==> src/rtl/fifo_pkg.sv <==
// Shared types and helpers for the FIFO pointer/control slice.
// The FWFT state enum is only referenced when FIFO_PTR_CTRL_FWFT_EN is defined.
package fifo_pkg;

    localparam int unsigned PTR_W = 4;

    typedef logic [PTR_W-1:0] ptr_t;

    typedef enum logic [1:0] {
        EMPTY = 2'd0,
        FETCH = 2'd1,
        VALID = 2'd2
    } fwft_state_e;

    // Number of RAM entries addressed by a K-bit wrap-bit pointer.
    function automatic int unsigned depth(input int unsigned k);
        return 32'd1 << (k - 32'd1);
    endfunction

endpackage

==> src/rtl/fifo_ptr.sv <==
// K-bit enabled wrap-bit pointer counter; the MSB toggles every 2**(K-1) increments.
module fifo_ptr #(
    parameter int K = 4
) (
    input  logic         clk,
    input  logic         rst_n,
    input  logic         en,
    output logic [K-1:0] ptr
);

    logic [K-1:0] ptr_q;
    logic [K-1:0] ptr_d;

    // Next pointer value: advance by one when enabled.
    always_comb begin
        if (en) begin
            ptr_d = ptr_q + {{(K-1){1'b0}}, 1'b1};
        end else begin
            ptr_d = ptr_q;
        end
    end

    // Pointer register.
    always_ff @(posedge clk or negedge rst_n) begin
        if (!rst_n) begin
            ptr_q <= '0;
        end else begin
            ptr_q <= ptr_d;
        end
    end

    assign ptr = ptr_q;

endmodule

==> src/rtl/fifo_ptr_ctrl.sv <==
// Read/write control for a synchronous FIFO driving an external sync-read dual-port RAM.
// Define FIFO_PTR_CTRL_FWFT_EN to present the head word first-word-fall-through.
module fifo_ptr_ctrl
    import fifo_pkg::*;
#(
    parameter int K = 4,
    parameter int W = 8
) (
    input  logic           clk,
    input  logic           rst_n,
    input  logic           wr_en,
    input  logic           rd_en,
    output logic           full,
    output logic           empty,
    output logic           overflow,
    output logic           underflow,
    output logic [K-1:0]   wr_ptr,
    output logic [K-1:0]   rd_ptr,
    output logic [K-1:0]   count,
    output logic           ram_we,
    output logic [K-2:0]   ram_waddr,
    output logic           ram_re,
    output logic [K-2:0]   ram_raddr,
    input  logic [W-1:0]   ram_rdata,
    output logic [W-1:0]   dout,
    output logic           dout_valid
);

    localparam int unsigned DEPTH = depth(K);

    logic           wr_acc_s;
    logic           rd_acc_s;
    logic           pop_s;
    logic           ram_re_s;
    logic           ram_empty_s;
    logic [K-1:0]   wr_nxt_s;
    logic [K-1:0]   rd_nxt_s;

    logic           full_q,      full_d;
    logic           empty_q,     empty_d;
    logic           overflow_q,  overflow_d;
    logic           underflow_q, underflow_d;
    logic [K-1:0]   count_q,     count_d;
    logic [W-1:0]   dout_q,      dout_d;
`ifdef FIFO_PTR_CTRL_FWFT_EN
    fwft_state_e    state_q,     state_d;
`else
    logic           rd_valid_q,  rd_valid_d;
`endif

    fifo_ptr #(.K(K)) u_wr_ptr (.clk(clk), .rst_n(rst_n), .en(wr_acc_s), .ptr(wr_ptr));
    fifo_ptr #(.K(K)) u_rd_ptr (.clk(clk), .rst_n(rst_n), .en(pop_s),    .ptr(rd_ptr));

    // Request acceptance, RAM strobes and read-side next state.
    always_comb begin
        ram_empty_s = (wr_ptr == rd_ptr);
        wr_acc_s    = wr_en && !full_q;
        dout_d      = dout_q;
`ifdef FIFO_PTR_CTRL_FWFT_EN
        rd_acc_s    = rd_en && (state_q != EMPTY);
        ram_re_s    = 1'b0;
        state_d     = state_q;
        case (state_q)
            EMPTY: begin
                ram_re_s = !ram_empty_s;
                state_d  = ram_empty_s ? EMPTY : FETCH;
            end
            FETCH, VALID: begin
                if (rd_acc_s) begin
                    ram_re_s = !ram_empty_s;
                    state_d  = ram_empty_s ? EMPTY : FETCH;
                end else if (state_q == FETCH) begin
                    dout_d  = ram_rdata;
                    state_d = VALID;
                end else begin
                    state_d = VALID;
                end
            end
            default: begin
                state_d = EMPTY;
            end
        endcase
`else
        rd_acc_s    = rd_en && !empty_q;
        ram_re_s    = rd_acc_s;
        rd_valid_d  = pop_s;
        if (rd_valid_q) begin
            dout_d = ram_rdata;
        end else begin
            dout_d = dout_q;
        end
`endif
        pop_s       = ram_re_s && !ram_empty_s;
        wr_nxt_s    = wr_ptr + {{(K-1){1'b0}}, wr_acc_s};
        rd_nxt_s    = rd_ptr + {{(K-1){1'b0}}, pop_s};
        // Occupancy of exactly DEPTH is the same as "indices equal, wrap bits differ".
        count_d     = wr_nxt_s - rd_nxt_s;
        full_d      = (count_d == K'(DEPTH));
`ifdef FIFO_PTR_CTRL_FWFT_EN
        empty_d     = (state_d == EMPTY);
`else
        empty_d     = (count_d == '0);
`endif
        overflow_d  = wr_en && full_q;
        underflow_d = rd_en && empty_q;
    end

    // Flags, occupancy, output register and FWFT state.
    always_ff @(posedge clk or negedge rst_n) begin
        if (!rst_n) begin
            full_q      <= 1'b0;
            empty_q     <= 1'b1;
            overflow_q  <= 1'b0;
            underflow_q <= 1'b0;
            count_q     <= '0;
            dout_q      <= '0;
`ifdef FIFO_PTR_CTRL_FWFT_EN
            state_q     <= EMPTY;
`else
            rd_valid_q  <= 1'b0;
`endif
        end else begin
            full_q      <= full_d;
            empty_q     <= empty_d;
            overflow_q  <= overflow_d;
            underflow_q <= underflow_d;
            count_q     <= count_d;
            dout_q      <= dout_d;
`ifdef FIFO_PTR_CTRL_FWFT_EN
            state_q     <= state_d;
`else
            rd_valid_q  <= rd_valid_d;
`endif
        end
    end

    assign full      = full_q;
    assign empty     = empty_q;
    assign overflow  = overflow_q;
    assign underflow = underflow_q;
    assign count     = count_q;
    assign ram_we    = wr_acc_s;
    assign ram_re    = ram_re_s;
    assign ram_waddr = wr_ptr[K-2:0];
    assign ram_raddr = rd_ptr[K-2:0];
`ifdef FIFO_PTR_CTRL_FWFT_EN
    // In FETCH the head word is still on the RAM read port.
    assign dout       = (state_q == FETCH) ? ram_rdata : dout_q;
    assign dout_valid = !empty_q;
`else
    assign dout       = rd_valid_q ? ram_rdata : dout_q;
    assign dout_valid = rd_valid_q;
`endif

endmodule

==> config.mk <==
export PLATFORM = sky130hd
export DESIGN_NAME = fifo_ptr_ctrl
export DESIGN_NICKNAME = d
export VERILOG_FILES = /design/src/rtl/fifo_pkg.sv /design/src/rtl/fifo_ptr.sv /design/src/rtl/fifo_ptr_ctrl.sv
export SDC_FILE = /design/constraint.sdc
export NUM_CORES = 1
export LEC_CHECK = 0
export ABC_AREA = 1
export CORE_ASPECT_RATIO = 0.7
export CORE_MARGIN = 2
export CORE_UTILIZATION = 39
export CTS_CLUSTER_DIAMETER = 80
export DETAILED_ROUTE_END_ITERATION = 12
export PLACE_DENSITY = 0.75
export SYNTH_ARGS = -nofsm -noshare
export SYNTH_HDL_FRONTEND = slang
export SYNTH_SLANG_ARGS = --single-unit
==> constraint.sdc <==
create_clock -name clk -period 2.7 [get_ports clk]
set_input_delay 0.54 -clock clk [delete_from_list [all_inputs] [get_ports clk]]
set_output_delay 0.54 -clock clk [all_outputs]
set_load 0.005 [all_outputs]
==> metrics.txt <==
pwr dens=between 1000 and 1500 mW/mm2; worst skew pair latency=0.28 ns; f_max=0.3395 GHz; DRC viols=0; Crit path max-delay family=adder cells; synth unique cells=21; vias in the first global route=about 1100; CP Launch Type=register; Synthesized Nets=about 130; Die Height=50.53 um; Lkg Pwr=about 0.96 nW; Site Rows=16; most frequent cells in the layout=clkdlybuf4s50_1, buf_4, nand2_1, dfrtp_1, inv_1; Tightest Pin Transition=0.3710 ns; Final Hold Fails=0; area delta synth->final=64.73%; Fill cells=between 200 and 250; CP Cell Sequence=inv_2 -> ha_4 -> inv_4 -> nor2_4 -> nand2_2 -> nand2_4 -> fa_2 -> inv_2 -> fa_1 -> inv_1 -> ha_2 -> fa_2 -> or3_4 -> a21oi_2; crit path buf inv count=4; commonest non-fill, non-tap cell in the layout=clkdlybuf4s50_1; Seq/Total Area, Yosys=0.5197; VDD IR-drop max=around 0.00065 V; antenna diode count=0; worst endpoint required time=roughly 2.9 ns; Initial Util=0.4213; gr usage total=0.1860; clock buffer count from CTS=3; Place WS=-0.6028 ns; final worst slack=-0.2451 ns; gr busiest metal=met2; top-area cell type share of the netlist area=0.4979; clock sink count=25; share of layout cells above drive strength 1=0.3636; post-DP HPWL=about 2300 um; fin nets=about 210; Post-Route WL=3111 um; synthesized area=0.001206 mm2; Final Slew Violations=0; Ports=45; dpl cell area=0.001843 mm2; final antenna-violating net count=0; critical path's largest stage delay=roughly 0.43 ns; vias per cell=between 4 and 5; Worst Path Max Fanout=2; max_cap viols=0; die span in x=roughly 70 um; Syn Area/Cell=10.58 um2; fin area=around 0.0020 mm2; CTS Hold Bufs=0; gp weighted congestion=~0.81; GRT met3 Usage=0.04819; instance count of the mapped netlist=114; Reg area=about 630 um2; Die ar.=0.003561 mm2; global-route met2 utilization=0.3160; failing checks=negative setup slack; crit path time final=~3 ns; ranking of synthesized cells by area=dfrtp_1, nand2_1, mux2_2; slew margin rel.=0.7527; CP Capture Type=register; largest net degree at the start of global routing=26; final setup vio count=3; flops & latches, synth=25; clock buffer depth=2; synthesis warning total=0; status=complete, but fails checks; initial antenna violation count=0; Core ar.=0.002863 mm2; routed len/inst=about 14 um; DR vias=1027; RSZ-0062 raised after global routing=true; fin crit share=1.091; Arr. time, crit path=3.16 ns; area occupied by multi-input gates=521.8 um2; TNS Setup=-0.6017 ns; Yosys top cell by area=dfrtp_1; Root Buffer=clkbuf_8; M1 GR Usage=0.2215; CP max stage cell=fa_2; port bufs=44; H-tree lvl count=1; CTS tree=built; DRT Pass-1 Iters=4; first-pass GRT wire length=about 5000 um; clk_skew=approximately 0.0077 ns; 1st-iter DRT viols=57; slack of the worst reg-to-reg path=-0.25 ns; Worst Hold Class=register to register; grt ovf=0; Worst-path clk slew=0.09 ns; kind of critical path=register to register
==> logic make-up after synthesis <==
kind of cell | share of synthesized area
XOR/XNOR | 0.04357
flip-flops | 0.5197
adder cells (fa/ha/maj) | 0.1017
buffers and inverters | 0.09439
AND/OR/NAND/NOR | 0.1577
multiplexers | 0.07469
AO/OA/AOI/OAI | 0.008291
==> sequential cells by signal, indices dropped and copies added, names as in the netlist <==
signal / count
empty: 1
dout_valid: 1
underflow: 1
u_rd_ptr.ptr: 4
count: 4
overflow: 1
u_wr_ptr.ptr: 4
full: 1
dout_q: 8
==> area by class of cell <==
cell class	instances	share of cell area
timing repair buffer	76	0.3419
sequential	25	0.3161
multi-input combinational	65	0.2626
inverter	17	0.03338
tap	36	0.02267
clock buffer	3	0.02078
clock inverter	1	0.002519
==> power by group <==
group	internal, mW	switching [mW]	leakage [nW]
logic	0.991	0.738	0.636
registers	0.541	0.0954	0.300
clock network	0.104	0.126	0.0255
==> path summary, 6_finish.rpt <==
kind,from,endpoint,cells after the start
max,u_wr_ptr.ptr[2],full,14
min,dout_q[2],dout_q[2],1
max reg2reg,u_wr_ptr.ptr[2],full,14
min reg2reg,dout_q[2],dout_q[2],1
max in group asynchronous,rst_n,empty,2
min in group asynchronous,rst_n,u_wr_ptr.ptr[0],2
==> cells in the mapped netlist, drive strengths merged <==
cell and n:
mux2 8, ha 5, nor2 5, nand2 27, fa 3, xor2 6, nand4 1, dfrtp 24
o21ai 1, or3 1, inv 17, buf 7, a21oi 1, nand3 7, dfstp 1
==> per-layer routing <==
metal | up-vias | wire length (um)
met5 | - | 0
met4 | 0 | 57
met3 | 5 | 143
met2 | 27 | 1579
met1 | 508 | 1330
li1 | 487 | -
==> what timing repair did <==
item,CTS,global route
gates resized for setup,2,10
gates cloned,0,0
setup endpoints to repair,3,3
setup buffers,4,4
pin swaps,4,5
==> through the flow <==
step                        util  total power [mW]  cells  hold WS (ns)
after floorplan                -             1.346    114        0.2444
after global placement    0.6438             2.047    211        0.4801
after detailed placement  0.6438             2.117    211        0.4867
after CTS                 0.6700             2.398    219        0.5058
after global routing      0.6941             2.790    223        0.5235
final                     0.6941             2.594    223        0.5029
Note: power is estimated with default switching activity, not from simulation.
